$ cat src/rtl/pc_sequencer_if.sv
// Instruction-fetch port between the PC sequencer (master) and instruction memory (slave).
interface pc_sequencer_if;
  logic        FetchReq;
  logic [31:0] FetchAddr;
  logic        FetchAck;
  logic        InstrValid;

  modport master (output FetchReq, output FetchAddr, output InstrValid, input FetchAck);
  modport slave  (input FetchReq, input FetchAddr, input InstrValid, output FetchAck);
endinterface

$ cat src/rtl/pc_sequencer.sv
// Next-PC selection and single-outstanding fetch sequencer; a redirect that arrives
// while a fetch is in flight is parked until that fetch is acknowledged.
module pc_sequencer #(
  parameter logic [31:0] RESET_VECTOR = 32'h0000_3000,
  parameter logic [31:0] EXC_VECTOR   = 32'h0000_4180
) (
  input  logic                 Clk,
  input  logic                 Reset,
  input  logic                 Stall,
  input  logic                 BranchTaken,
  input  logic [31:0]          BranchTarget,
  input  logic                 Jump,
  input  logic [31:0]          JumpTarget,
  input  logic                 JumpReg,
  input  logic [31:0]          RegTarget,
  input  logic                 Exception,
  input  logic [31:0]          ExcPc,
  input  logic                 Eret,
  pc_sequencer_if.master       fetch,
  output logic [31:0]          Epc,
  output logic [31:0]          PC
);

  typedef enum logic [1:0] {ST_BOOT, ST_IDLE, ST_FETCH} state_t;

  state_t      r_state, w_state_nxt;
  logic [31:0] r_pc, r_epc, r_pend_tgt;
  logic [2:0]  r_pend_prio;
  logic        r_pend;

  logic        w_redir, w_take_new, w_req, w_valid;
  logic [31:0] w_redir_tgt;
  logic [2:0]  w_redir_prio;

  // Larger prio value wins; a newer redirect replaces a parked one on ties.
  always_comb begin
    w_redir      = 1'b1;
    w_redir_tgt  = 32'h0;
    w_redir_prio = 3'd0;
    if (Exception) begin
      w_redir_tgt  = EXC_VECTOR;
      w_redir_prio = 3'd4;
    end else if (Eret) begin
      w_redir_tgt  = r_epc;
      w_redir_prio = 3'd3;
    end else if (JumpReg) begin
      w_redir_tgt  = RegTarget;
      w_redir_prio = 3'd2;
    end else if (Jump) begin
      w_redir_tgt  = JumpTarget;
      w_redir_prio = 3'd1;
    end else if (BranchTaken) begin
      w_redir_tgt  = BranchTarget;
      w_redir_prio = 3'd0;
    end else begin
      w_redir = 1'b0;
    end
    w_redir_tgt = {w_redir_tgt[31:2], 2'b00};
  end

  assign w_take_new = w_redir && (!r_pend || (w_redir_prio >= r_pend_prio));

  always_ff @(posedge Clk or negedge Reset) begin
    if (!Reset) r_state <= ST_BOOT;
    else        r_state <= w_state_nxt;
  end

  always_comb begin
    w_state_nxt = r_state;
    w_req       = 1'b0;
    w_valid     = 1'b0;
    case (r_state)
      ST_BOOT:  w_state_nxt = Stall ? ST_IDLE : ST_FETCH;
      ST_IDLE:  if (!Stall) w_state_nxt = ST_FETCH;
      ST_FETCH: begin
        w_req = 1'b1;
        if (fetch.FetchAck) begin
          w_valid     = !(r_pend || w_redir);
          w_state_nxt = Stall ? ST_IDLE : ST_FETCH;
        end
      end
      default:  w_state_nxt = ST_BOOT;
    endcase
  end

  always_ff @(posedge Clk or negedge Reset) begin
    if (!Reset) begin
      r_pc        <= RESET_VECTOR;
      r_epc       <= 32'h0;
      r_pend      <= 1'b0;
      r_pend_prio <= 3'd0;
    end else begin
      if (Exception) r_epc <= ExcPc;
      if (r_state == ST_FETCH) begin
        if (fetch.FetchAck) begin
          r_pend <= 1'b0;
          if (w_take_new)  r_pc <= w_redir_tgt;
          else if (r_pend) r_pc <= r_pend_tgt;
          else             r_pc <= r_pc + 32'd4;
        end else if (w_take_new) begin
          r_pend      <= 1'b1;
          r_pend_prio <= w_redir_prio;
        end
      end else if (w_redir) begin
        r_pc <= w_redir_tgt;
      end
    end
  end

  // Parked target is pure data; r_pend qualifies it.
  always_ff @(posedge Clk) begin
    if (r_state == ST_FETCH && !fetch.FetchAck && w_take_new) r_pend_tgt <= w_redir_tgt;
  end

  assign fetch.FetchReq   = w_req;
  assign fetch.FetchAddr  = r_pc;
  assign fetch.InstrValid = w_valid;
  assign PC               = r_pc;
  assign Epc              = r_epc;

endmodule

$ cat src/flat_wrapper.sv
// flat-port wrapper written by rule: the top's interface ports become plain ports
module pc_sequencer_flat 
#(
  parameter logic [31:0] RESET_VECTOR = 32'h0000_3000,
  parameter logic [31:0] EXC_VECTOR   = 32'h0000_4180
)
  (Clk, Reset, Stall, BranchTaken, BranchTarget, Jump, JumpTarget, JumpReg, RegTarget, Exception, ExcPc, Eret, Epc, PC, fetch_FetchReq, fetch_FetchAddr, fetch_InstrValid, fetch_FetchAck);
  pc_sequencer_if fetch_i ();
  input  logic Clk;
  input  logic Reset;
  input  logic Stall;
  input  logic BranchTaken;
  input  logic [31:0] BranchTarget;
  input  logic Jump;
  input  logic [31:0] JumpTarget;
  input  logic JumpReg;
  input  logic [31:0] RegTarget;
  input  logic Exception;
  input  logic [31:0] ExcPc;
  input  logic Eret;
  output logic [31:0] Epc;
  output logic [31:0] PC;
  output wire logic [$bits(fetch_i.FetchReq)-1:0] fetch_FetchReq;
  output wire logic [$bits(fetch_i.FetchAddr)-1:0] fetch_FetchAddr;
  output wire logic [$bits(fetch_i.InstrValid)-1:0] fetch_InstrValid;
  input wire logic [$bits(fetch_i.FetchAck)-1:0] fetch_FetchAck;
  assign fetch_FetchReq = fetch_i.FetchReq;
  assign fetch_FetchAddr = fetch_i.FetchAddr;
  assign fetch_InstrValid = fetch_i.InstrValid;
  assign fetch_i.FetchAck = fetch_FetchAck;
  pc_sequencer #(.RESET_VECTOR(RESET_VECTOR), .EXC_VECTOR(EXC_VECTOR)) u_core (.Clk(Clk), .Reset(Reset), .Stall(Stall), .BranchTaken(BranchTaken), .BranchTarget(BranchTarget), .Jump(Jump), .JumpTarget(JumpTarget), .JumpReg(JumpReg), .RegTarget(RegTarget), .Exception(Exception), .ExcPc(ExcPc), .Eret(Eret), .fetch(fetch_i), .Epc(Epc), .PC(PC));
endmodule
$ cat config.mk
export PLATFORM = sky130hd
export DESIGN_NAME = pc_sequencer_flat
export DESIGN_NICKNAME = d
export VERILOG_FILES = /design/src/rtl/pc_sequencer_if.sv /design/src/rtl/pc_sequencer.sv /design/src/flat_wrapper.sv
export SDC_FILE = /design/constraint.sdc
export NUM_CORES = 1
export LEC_CHECK = 0
export CORE_UTILIZATION = 45
export CTS_BUF_LIST = sky130_fd_sc_hd__clkbuf_2
export DETAILED_ROUTE_END_ITERATION = 16
export GPL_TIMING_DRIVEN = 0
export PLACE_DENSITY = 0.93
export SETUP_SLACK_MARGIN = 0.4
export SLEW_MARGIN = 30
export SYNTH_ARGS = -nofsm -noshare
export SYNTH_HDL_FRONTEND = slang
export SYNTH_SLANG_ARGS = --single-unit
$ cat constraint.sdc
create_clock -name Clk -period 11.6 [get_ports Clk]
set_clock_uncertainty 0.1 [all_clocks]
set_input_delay 2.9 -clock Clk [delete_from_list [all_inputs] [get_ports Clk]]
set_output_delay 2.9 -clock Clk [all_outputs]
set_load 0.02 [all_outputs]
Yosys cells after proc, flatten, opt, wreduce, memory -nomap -nowiden
Cells that the tools add are included.
{ "op_classes": {"n_reduce_logical": 15, "eq_ne": 4, "n_addsub": 1, "bitwise_logic": 1, "n_mux": 28, "n_lt_le_gt_ge": 1} }
{ "ops": {"columns": ["operator", "count"], "rows": [
  ["2-to-1 mux 32 bit", 10],
  ["adder 32 x 3 -> 32 bit, second input constant", 1],
  ["2-to-1 mux 1 bit", 11],
  ["2-to-1 mux 3 bit", 3],
  ["2-to-1 mux 2 bit", 3],
  ["one-hot mux 2 bit (3 select lines)", 1],
  ["AND reduction 2 bit", 3],
  ["!= test 2 bit, second input constant", 2],
  ["nonzero test 2 bit", 2],
  [">= comparator 3 bit", 1],
  ["logical AND 1 bit", 3],
  ["zero test 1 bit", 3],
  ["AND reduction 3 bit", 1],
  ["equality test 2 x 1 -> 1 bit, second input constant", 1],
  ["equality test 2 bit, second input constant", 1],
  ["zero test 2 bit", 1],
  ["logical OR 1 bit", 2],
  ["NOT 1 bit", 1]
]} }
{ "word_totals": {"elab_cells": 56, "register_bits": 100} }

Depth between registers and ports, before layout
{ "depth": {"ltp_word": 10, "depth_mapped": 14, "depth_no_buf": 8} }

Least setup slack after synthesis
OpenSTA, ideal clock, no wires.
{ "synth_path": {"path_type": "input port to flip-flop", "start": "input JumpReg", "end": "register u_core.r_pend_prio[0]", "arrival_time_ns": 8.619, "setup_time_ns": 0.300, "setup_slack_ns": 2.580, "path_buffers": 4, "stages": 11, "path_cell_list": "clkbuf_2 or2_2 buf_2 clkbuf_1 clkbuf_1 nor2b_1 ha_1 nand2_1 o2111ai_1 nor4b_1 mux2i_1"} }
{ "synth_via": {"elab_chain_len": 7, "elab_cells_between_ends": 10} }
{ "synth_lines": {"columns": ["item", "line", "text"], "rows": [
  ["from (decl)", "flat_wrapper.sv:16", "input logic JumpReg;"],
  ["2-to-1 mux 3 bit", "pc_sequencer.sv:46", "end else if (JumpReg) begin"],
  ["2-to-1 mux 3 bit", "pc_sequencer.sv:43", "end else if (Eret) begin"],
  ["2-to-1 mux 3 bit", "pc_sequencer.sv:40", "if (Exception) begin"],
  ["net u_core.w_redir_prio[1]", "pc_sequencer.sv:33", "logic [2:0] w_redir_prio;"],
  [">= comparator 3 bit", "pc_sequencer.sv:61", "assign w_take_new = w_redir && (!r_pend || (w_redir_prio >= r_pend_prio));"],
  ["logical OR 1 bit", "pc_sequencer.sv:61", null],
  ["logical AND 1 bit", "pc_sequencer.sv:61", null],
  ["AND reduction 3 bit (no line)", null, null],
  ["to (signal assigned)", "pc_sequencer.sv:102", "r_pend_prio <= w_redir_prio;"],
  ["to (decl)", "pc_sequencer.sv:28", "logic [2:0] r_pend_prio;"]
]} }
The timed path passes the listed nets, and every way through them passes these cells.
A chain may end at the register's enable or synchronous reset.

Final worst setup path
{ "layout_path": {"start": "input Exception", "end": "output fetch_InstrValid"} }
{ "layout_via": {"elab_chain_len": 5} }
{ "layout_lines": {"columns": ["item", "line", "text"], "rows": [
  ["from (decl)", "flat_wrapper.sv:18", "input logic Exception;"],
  ["2-to-1 mux 1 bit", "pc_sequencer.sv:40", null],
  ["logical OR 1 bit", "pc_sequencer.sv:78", "w_valid = !(r_pend || w_redir);"],
  ["zero test 1 bit", "pc_sequencer.sv:78", null],
  ["2-to-1 mux 1 bit", "pc_sequencer.sv:77", "if (fetch.FetchAck) begin"],
  ["2-to-1 mux 1 bit", "pc_sequencer.sv:72", "case (r_state)"],
  ["to (decl)", "flat_wrapper.sv:25", "output wire logic [$bits(fetch_i.InstrValid)-1:0] fetch_InstrValid;"]
]} }
Every way passes these cells.

==> summary.txt <==
Max Fanout on Critical Path -> 7
Grt peak-use layer -> met2
Static leakage -> 3.24 nW
Synth-to-layout area growth -> 45.3%
Power, Total -> 1.19 mW
Mapped Area -> 0.00580 mm^2
Switching Fraction -> 38.4%
Class of the worst hold path -> flip-flop to flip-flop
Max-cap viol count -> 0
Antenna Nets Post-Route -> 0
Setup crit end kind -> output port
Utilization after layout -> 67.0%
Via count -> 5908
DR iter-0 viols -> 544
Sequential Power Share -> 41.1%
Vias in the first global route -> 5775
Num ports -> 235
Met2 Use GR -> 50.3%
Synth cell types -> 61
Final WL -> 19.8 mm
Core ar. -> 0.0126 mm^2
Worst slew pin tran -> 0.872 ns
Fin cells -> 1008
Setup tns final -> 0 ns
Layout cell share with drive strength beyond 1 -> 14.1%
Starting Density -> 46.1%
CTS Root Cell -> clkbuf_2
FF-to-FF Start -> u_core.r_pend_prio[0]
Yosys reg bits -> 98
FF-to-FF End -> u_core.r_pend_tgt[9]
Tot GR Track Use -> 30.0%
Initial antenna violation count -> 0
Setup slack after layout -> 3.33 ns
Drt via density -> 5.86
CTS tree -> yes
Number of remaining DRC errors -> 0
Unrepaired setup endpoints after global routing -> no
Critical path endpoint -> fetch_InstrValid
Row Count -> 41
Final nets -> 971
H-tree levels -> 3
VDD IR max -> 0.0609 mV
PortBufs -> 223
Worst setup SP type -> input pin
Tcrit/Tclk final -> 71.3%
Number of CTS-inserted buffers -> 9
Reg2reg setup slack -> 8.83 ns
Worst-path clk slew -> 0.27 ns
1st-pass router iterations -> 6
Cts-stage hold buffer count -> 0
CP Data Arrival Time -> 5.27 ns
Fraction of registers with async set/reset -> 69.4%
M1 GR Usage -> 37.4%
Global route overflow -> 0
Main synth FF type -> dfrtp_1
Slew Limit Fails -> 0
Detail Placement HPWL -> 15.2 mm
Sink Count -> 98
Met3 GRT Util -> 7.32%
Worst EP required -> 8.60 ns
Final Hold Fails -> 0
Seq/Total Area, Yosys -> 44.9%
Period minus WS final -> 8.27 ns
Wire per inst -> 19.6 um
Gates resized, CTS repair -> 0
Number of flops mapped to enable cells by yosys -> 30
GPL Wtd Cong -> 0.892
Setup Crit Path Kind -> input pin to output port
Die Footprint -> 0.0133 mm^2
CP Launch Point -> Exception
Die width -> 116 um
Pre-CTS WS -> 3.38 ns
Die height -> 116 um
Area after DPL -> 0.00832 mm^2
Mapped Cells -> 586
Hold Slack -> 0.363 ns
Comb pwr share -> 44.9%
Psw -> 0.456 mW
PD cells -> 141 mW/mm^2
Max frequency -> 0.121 GHz
First-pass GRT wire length -> 30.3 mm
Syn Area/Cell -> 9.89 um^2
Reg2reg path depth -> 6
Outcome -> completed
Final instance area -> 0.00842 mm^2
Clock Tree Buf Depth -> 2
Slew HR -> 41.7%
Setup violators final -> 0
Clock power share -> 14.0%
Placed insts -> 991
Internal power -> 0.732 mW
Clk_lat worst skew -> 0.59 ns
Synth warn -> 0
Largest net degree at the start of global routing -> 42
Setup bufs post-CTS -> 0
-- registers in the layout, indices dropped and copies added, names as in the netlist --
name and cells:
u_core.r_pend_prio 3, u_core.r_pend 1, u_core.r_pend_tgt 30, u_core.r_state 2
u_core.Epc 32, u_core.PC 30
-- synth_stat cells, drive strengths merged (4+ instances only) --
cell type | count | area, um^2
a211oi | 7 | 62.6
mux2 | 32 | 360
nand3 | 20 | 100
nand2 | 34 | 128
o21ai | 9 | 45.0
o22ai | 22 | 138
inv | 17 | 63.8
edfxtp | 30 | 901
xnor2 | 6 | 52.6
mux2i | 5 | 50.1
or4 | 6 | 45.0
o31ai | 13 | 103
nor3 | 28 | 140
nor2b | 9 | 56.3
nor2 | 36 | 135
clkbuf | 27 | 104
a221o | 10 | 100
xor2 | 12 | 105
a21oi | 27 | 135
nor4 | 10 | 62.6
buf | 50 | 335
dfrtp | 66 | 1650
nand4 | 10 | 68.8
o211ai | 12 | 90.1
nand2b | 10 | 62.6
ha | 4 | 50.1
a221oi | 30 | 263
-- worst min path at each step --
stage               slack, ns  cells after the start       endpoint                  start
floorplan                0.36                      1  u_core.PC[31]  u_core.r_pend_tgt[31]
global placement         0.36                      1  u_core.PC[16]  u_core.r_pend_tgt[16]
detailed placement       0.37                      1  u_core.PC[29]  u_core.r_pend_tgt[29]
CTS                      0.39                      1  u_core.PC[31]  u_core.r_pend_tgt[31]
global route             0.43                      1  u_core.PC[31]  u_core.r_pend_tgt[31]
finish                   0.36                      1  u_core.PC[31]  u_core.r_pend_tgt[31]
-- power by group through the flow --
stage                     Sequential, mW  Combinational, mW  Clock (mW)
after floorplan                    0.521              0.244           0
after global placement             0.493              0.512           0
after detailed placement           0.493              0.527           0
after CTS                          0.486              0.530       0.168
after global routing               0.496              0.568       0.180
final                              0.488              0.533       0.166
-- layout by cell type, fill, tap and decap left out, drive strengths merged, types with 4 or more instances in the layout --
cell type and count:
o211ai 12, nand4 10, nand2b 10, mux2 32, nand2 34, dfrtp 66, mux2i 5, a211oi 7
nor2b 9, inv 17, nor2 36, or4 6, a221oi 30, xnor2 6, edfxtp 30, nor3 28
clkdlybuf4s50 222, o22ai 22, o31ai 13, clkbuf 39, a221o 10, xor2 12, a21oi 27, buf 58
nand3 20, ha 4, nor4 10, clkinv 5, o21ai 9, conb 4
-- final cells by class --
cell class                      instances  area (um^2)
Multi-Input combinational cell        395         2700
Clock inverter                          4         43.8
Inverter                               19         71.3
Antenna cell                            1         2.50
Tap cell                              172          215
Buffer                                 77          439
Fill cell                             977         4150
Timing Repair Buffer                  230         2290
Clock buffer                           12         60.1
Sequential cell                        98         2610
-- metal layers --
| metal | routed length [um] | vias up |
|---|---|---|
| met5 | 0 | - |
| met4 | 478 | 0 |
| met3 | 1990 | 48 |
| met2 | 9710 | 387 |
| met1 | 7580 | 2793 |
| li1 | - | 2680 |
-- critical path: stages --
cell and delay, ns:
clkdlybuf4s50_1 0.55, or3_1 0.42, or2_0 0.21, clkbuf_1 0.19, nor3_1 0.32, clkdlybuf4s50_1 0.66
-- logic make-up (layout without fill, tap and decap cells) --
kind of cell | after synthesis | count (layout) | synth area share (%)
flops | 98 | 98 | 44.9
buf+inv | 96 | 342 | 8.81
other cells | 1 | 5 | 0.0647
simple gates | 179 | 179 | 16.0
xor+xnor | 18 | 18 | 2.72
fa+ha+maj | 4 | 4 | 0.863
compound gates | 153 | 153 | 19.6
mux | 37 | 37 | 7.08
Power figures use the tool's default switching activity.
